## config.mk

```make
export PLATFORM = sky130hd
export DESIGN_NAME = wr_ptr_full
export DESIGN_NICKNAME = d
export VERILOG_FILES = /design/src/rtl/wr_ptr_full.sv
export SDC_FILE = /design/constraint.sdc
export NUM_CORES = 1
export LEC_CHECK = 0
export CORE_MARGIN = 5
export CORE_UTILIZATION = 45
export DETAILED_ROUTE_END_ITERATION = 8
export PLACE_DENSITY = 0.77
export SLEW_MARGIN = 20
export SYNTH_ARGS = -nofsm -noshare
export SYNTH_HDL_FRONTEND = slang
export SYNTH_SLANG_ARGS = --single-unit
```

## constraint.sdc

```tcl
create_clock -name wr_clk_i -period 6.81 [get_ports wr_clk_i]
set_clock_uncertainty 0.05 [all_clocks]
set_input_delay 1.362 -clock wr_clk_i [delete_from_list [all_inputs] [get_ports wr_clk_i]]
set_output_delay 1.362 -clock wr_clk_i [all_outputs]
set_load 0.02 [all_outputs]
```

## src/rtl/wr_ptr_full.sv

```systemverilog
// Write-side pointer and flag generator for a dual-clock Gray-pointer FIFO.
// Owns the binary write address and the Gray write pointer that crosses into
// the read domain. Derives full, almost-full and the fill level from the read
// pointer, which arrives already double-synchronised into wr_clk.
// Optional feature: define FIFO_WR_OVERFLOW_EN to build the sticky
// write-while-full detector. Without it, overflow_o is tied low.
module wr_ptr_full #(
    parameter int ADDR_WIDTH   = 4,
    parameter int AFULL_MARGIN = 1
) (
    input  logic                  wr_clk_i,
    input  logic                  wr_rst_i,
    input  logic                  wr_en_i,
    input  logic [ADDR_WIDTH:0]   wq2_rptr_i,
    output logic [ADDR_WIDTH-1:0] wr_addr_o,
    output logic [ADDR_WIDTH:0]   wr_ptr_o,
    output logic                  full_o,
    output logic                  a_full_o,
    output logic [ADDR_WIDTH:0]   wr_level_o,
    output logic                  overflow_o
);

    localparam int                DEPTH       = 1 << ADDR_WIDTH;
    localparam logic [ADDR_WIDTH:0] FULL_LEVEL  = (ADDR_WIDTH+1)'(DEPTH);
    localparam logic [ADDR_WIDTH:0] AFULL_LEVEL = (ADDR_WIDTH+1)'(DEPTH - AFULL_MARGIN);
    // In Gray code, "one lap ahead" means the top two bits are inverted and
    // the rest are equal.
    localparam logic [ADDR_WIDTH:0] FULL_MASK   = {2'b11, {(ADDR_WIDTH-1){1'b0}}};

    logic [ADDR_WIDTH:0] wbin;
    logic [ADDR_WIDTH:0] wbinnext;
    logic [ADDR_WIDTH:0] wgraynext;
    logic [ADDR_WIDTH:0] rbin_s;
    logic [ADDR_WIDTH:0] level_next;
    logic                inc;
    logic                full_val;

    // Accept a write only while not full, and compute the next pointers and level.
    always_comb begin
        // NOTE: every always_comb output gets a default first, so no path can infer a latch.
        rbin_s = '0;
        for (int i = 0; i <= ADDR_WIDTH; i++) begin
            rbin_s[i] = ^(wq2_rptr_i >> i);
        end
        inc        = wr_en_i & ~full_o;
        wbinnext   = wbin + {{ADDR_WIDTH{1'b0}}, inc};
        wgraynext  = (wbinnext >> 1) ^ wbinnext;
        full_val   = (wgraynext == (wq2_rptr_i ^ FULL_MASK));
        level_next = wbinnext - rbin_s;
    end

    assign wr_addr_o = wbin[ADDR_WIDTH-1:0];

    // Pointer, flag and level registers with synchronous reset.
    always_ff @(posedge wr_clk_i) begin
        // NOTE: sequential state uses non-blocking assignments only, so every register samples pre-edge values.
        if (wr_rst_i) begin
            wbin       <= '0;
            wr_ptr_o   <= '0;
            full_o     <= 1'b0;
            a_full_o   <= 1'b0;
            wr_level_o <= '0;
        end else begin
            wbin       <= wbinnext;
            wr_ptr_o   <= wgraynext;
            full_o     <= full_val;
            a_full_o   <= (level_next >= AFULL_LEVEL);
            wr_level_o <= level_next;
        end
    end

`ifdef FIFO_WR_OVERFLOW_EN
    // Sticky record of any write attempted while full; only reset clears it.
    always_ff @(posedge wr_clk_i) begin
        if (wr_rst_i) begin
            overflow_o <= 1'b0;
        end else begin
            overflow_o <= overflow_o | (wr_en_i & full_o);
        end
    end
`else
    assign overflow_o = 1'b0;
`endif

    // Full must agree with the level, and the Gray pointer must move at most one bit per edge.
    always @(posedge wr_clk_i) begin
        if (!wr_rst_i) begin
            assert (full_o == (wr_level_o == FULL_LEVEL));
            assert ($countones(wr_ptr_o ^ wgraynext) <= 1);
        end
    end

endmodule

```

==> impl_metrics.tcl <==
set metrics [dict create \
    grt-ovfl-total 0 \
    cts_buffers 3 \
    comb_power_share_pct 39.9 \
    grt_use_total_pct 14.1 \
    drc_errors 0 \
    diodes 0 \
    finalCriticalPeriod_ns 3.97 \
    hold_viol 0 \
    cts_tree "built" \
    cts_num_sinks 16 \
    netlist_area_um2 855 \
    hpwl_mm 1.33 \
    syn_nets 97 \
    ir_worst_vdd_v 0.000139 \
    finalCritPeriodShare_pct 58.3 \
    wl_per_cell_um 12.4 \
    cts.path.max_buffers 2 \
    ff2ff_path_depth 9 \
    hold_path_class "flip-flop to flip-flop" \
    tightest_slew_ns 0.624 \
    critPathLaunchType "input port" \
    place_ws_ns 2.55 \
    holdPathStages 2 \
    crit_path_cell_trace "clkdlybuf4s50_1 -> xnor3_2 -> xor2_1 -> xnor2_1 -> ha_1 -> fa_1 -> or4_1 -> o22ai_1" \
    yosys_warnings 0 \
    clk-insertion-delay-late_ns 0.28 \
    cp.required_ns 6.96 \
    ioPinCount 25 \
    p_leak_nw 0.463 \
    min_from "wbin[4]$_SDFF_PP0_" \
    worstSetupPathType "input port to flip-flop" \
    cts_root_buf "clkbuf_4" \
    die_h_um 53.6 \
    r2r_setup_slack_ns 4.26 \
    max_freq_mhz 252 \
    postCtsHoldBufs 0 \
    grt_setup_unrepaired "false" \
    cpPeakStageDelay_ns 0.53 \
    io_buffers 23 \
    slew_headroom_pct 58.3 \
    viasPerCell 4.83 \
    final_cell_mix "23 x clkdlybuf4s50_1, 16 x dfxtp_1, 14 x nor2_1" \
    cts_resized 0 \
    swShare_pct 32.8 \
    dpl.cell_count 128 \
    htree_levels 1 \
    drt_first_pass_iters 4 \
    synth-seq-cells 16 \
    start_util_pct 48.4 \
    rows 15 \
    fin_cells 131 \
    grt_pass1_vias 663 \
    nFillCells 161 \
    crit_fanout 3 \
    whs_endpoint "wbin[4]$_SDFF_PP0_" \
    grt_max_degree 18 \
    crit_slowest_cell "or4_1" \
    grt_pass1_wl_mm 2.86 \
    drive_above_1_share_pct 8.49 \
    slew_viol_final 0 \
    synth_area_per_cell_um2 10.3 \
    layout_commonest_cell "clkdlybuf4s50_1" \
    seqPwrFrac_pct 41.8 \
    synth.distinct_cells 27 \
    dieArea_um2 2870 \
    reg2reg_to "a_full_o$_SDFF_PP0_" \
    crit_start "wq2_rptr_i[4]" \
    die_w_um 53.6 \
    core_um2 1760 \
    antenna_left 0 \
    antenna_found_initial 0 \
    finalInstanceArea_um2 1120 \
    power.internal_mw 0.177 \
    setup_viol 0 \
    clk_pin_slew_ns 0.09 \
    tns_ns 0 \
    post-cts-setup-buffers 0 \
    wl_mm 1.62 \
    fin_ws_ns 2.84 \
    yosysSeqAreaShare_pct 37.5 \
    arrival_ns 4.12 \
    vias 633 \
    totalPowerFinal_mw 0.263 \
    gp_congestion 0.833 \
    switching_power_mw 0.0863 \
    cp-end-kind "flip-flop" \
    place_area_um2 1100 \
    r2r-start "wbin[0]$_SDFF_PP0_" \
    power_density_nw_per_um2 234 \
    syn-instance-count 83 \
    max_cap_viol_count 0 \
    outcome "finished clean" \
    nets 122 \
    first_iter_violations 8 \
    synthToLayoutAreaGrowth_pct 31.5 \
    clkPwrFrac_pct 18.3 \
]
-- worst max-delay path by stage --
stage / endpoint / slack (ns) / depth (start not counted)
2_1_floorplan: a_full_o$_SDFF_PP0_ / 3.26 / 7
3_3_place_gp: a_full_o$_SDFF_PP0_ / 2.64 / 8
3_5_place_dp: a_full_o$_SDFF_PP0_ / 2.55 / 8
4_1_cts: a_full_o$_SDFF_PP0_ / 2.84 / 8
5_1_grt: a_full_o$_SDFF_PP0_ / 2.69 / 8
6_report: a_full_o$_SDFF_PP0_ / 2.84 / 8
-- power by group through the flow --
stage / Sequential, mW / Combinational, mW / Clock (mW)
after floorplan: 0.128 / 0.0520 / 0
after global placement: 0.112 / 0.103 / 0
after detailed placement: 0.112 / 0.105 / 0
after CTS: 0.110 / 0.106 / 0.0492
after global routing: 0.112 / 0.115 / 0.0544
final: 0.110 / 0.105 / 0.0483
-- layer usage --
metal	vias to the layer above	share of wire [%]	GRT usage, %
met5	-	0	0
met4	0	2.4	8.94
met3	4	4.0	0.831
met2	17	50	23.9
met1	293	43	17.3
li1	319	-	-
-- layout make-up --
| class | count | area, um^2 | area share [%] |
|---|---|---|---|
| clock buffers | 3 | 22.5 | 2.00 |
| inverters | 4 | 15.0 | 1.34 |
| multi-input cells | 60 | 504 | 44.9 |
| flip-flops and latches | 16 | 320 | 28.5 |
| well taps | 25 | 31.3 | 2.78 |
| repair buffers | 23 | 230 | 20.5 |
-- worst max-delay path: cells and delay by family --
| family | cells | cell delay (ns) |
|---|---|---|
| AO/OA/AOI/OAI | 1 | 0.14 |
| XOR/XNOR | 3 | 0.90 |
| adder cells (fa/ha/maj) | 2 | 0.67 |
| buffers and inverters | 1 | 0.52 |
| AND/OR/NAND/NOR | 1 | 0.53 |
-- stage by stage --
step | utilization [%] | hold WS [ns]
CTS | 63.7 | 0.564
global placement | 62.4 | 0.546
floorplan | - | 0.661
global route | 63.7 | 0.589
detailed placement | 62.4 | 0.542
finish | 63.7 | 0.558
-- cell usage after synthesis, drive strengths merged --
master / number / area (um^2)
and4: 1 / 8.76
nor2: 14 / 52.6
a221oi: 2 / 30.0
and2: 1 / 6.26
xnor2: 7 / 80.1
dfxtp: 16 / 320
a2111oi: 1 / 15.0
o22ai: 1 / 6.26
nor2b: 4 / 25.0
buf: 1 / 7.51
xnor3: 1 / 23.8
nor3: 2 / 10.0
a31oi: 1 / 6.26
nand3: 2 / 10.0
inv: 4 / 15.0
mux2i: 1 / 10.0
or3: 1 / 6.26
conb: 1 / 3.75
ha: 5 / 62.6
xor2: 11 / 104
or4: 1 / 7.51
clkbuf: 2 / 7.51
and3b: 1 / 8.76
o21a: 1 / 7.51
fa: 1 / 20.0
-- sequential cells by signal (all words and copies together), names as in the netlist --
signal / flops
a_full_o: 1
wr_level_o: 5
full_o: 1
wr_ptr_o: 4
wbin: 5
-- cells by family after synthesis --
kind of cell / count (synthesis) / share of synthesized area [%]
compound gates: 6 / 7.61
flops: 16 / 37.5
fa+ha+maj: 6 / 9.66
buf+inv: 7 / 3.51
mux: 1 / 1.17
simple gates: 27 / 15.8
other cells: 1 / 0.439
xor+xnor: 19 / 24.3
Note: power is estimated with default switching activity, not from simulation.
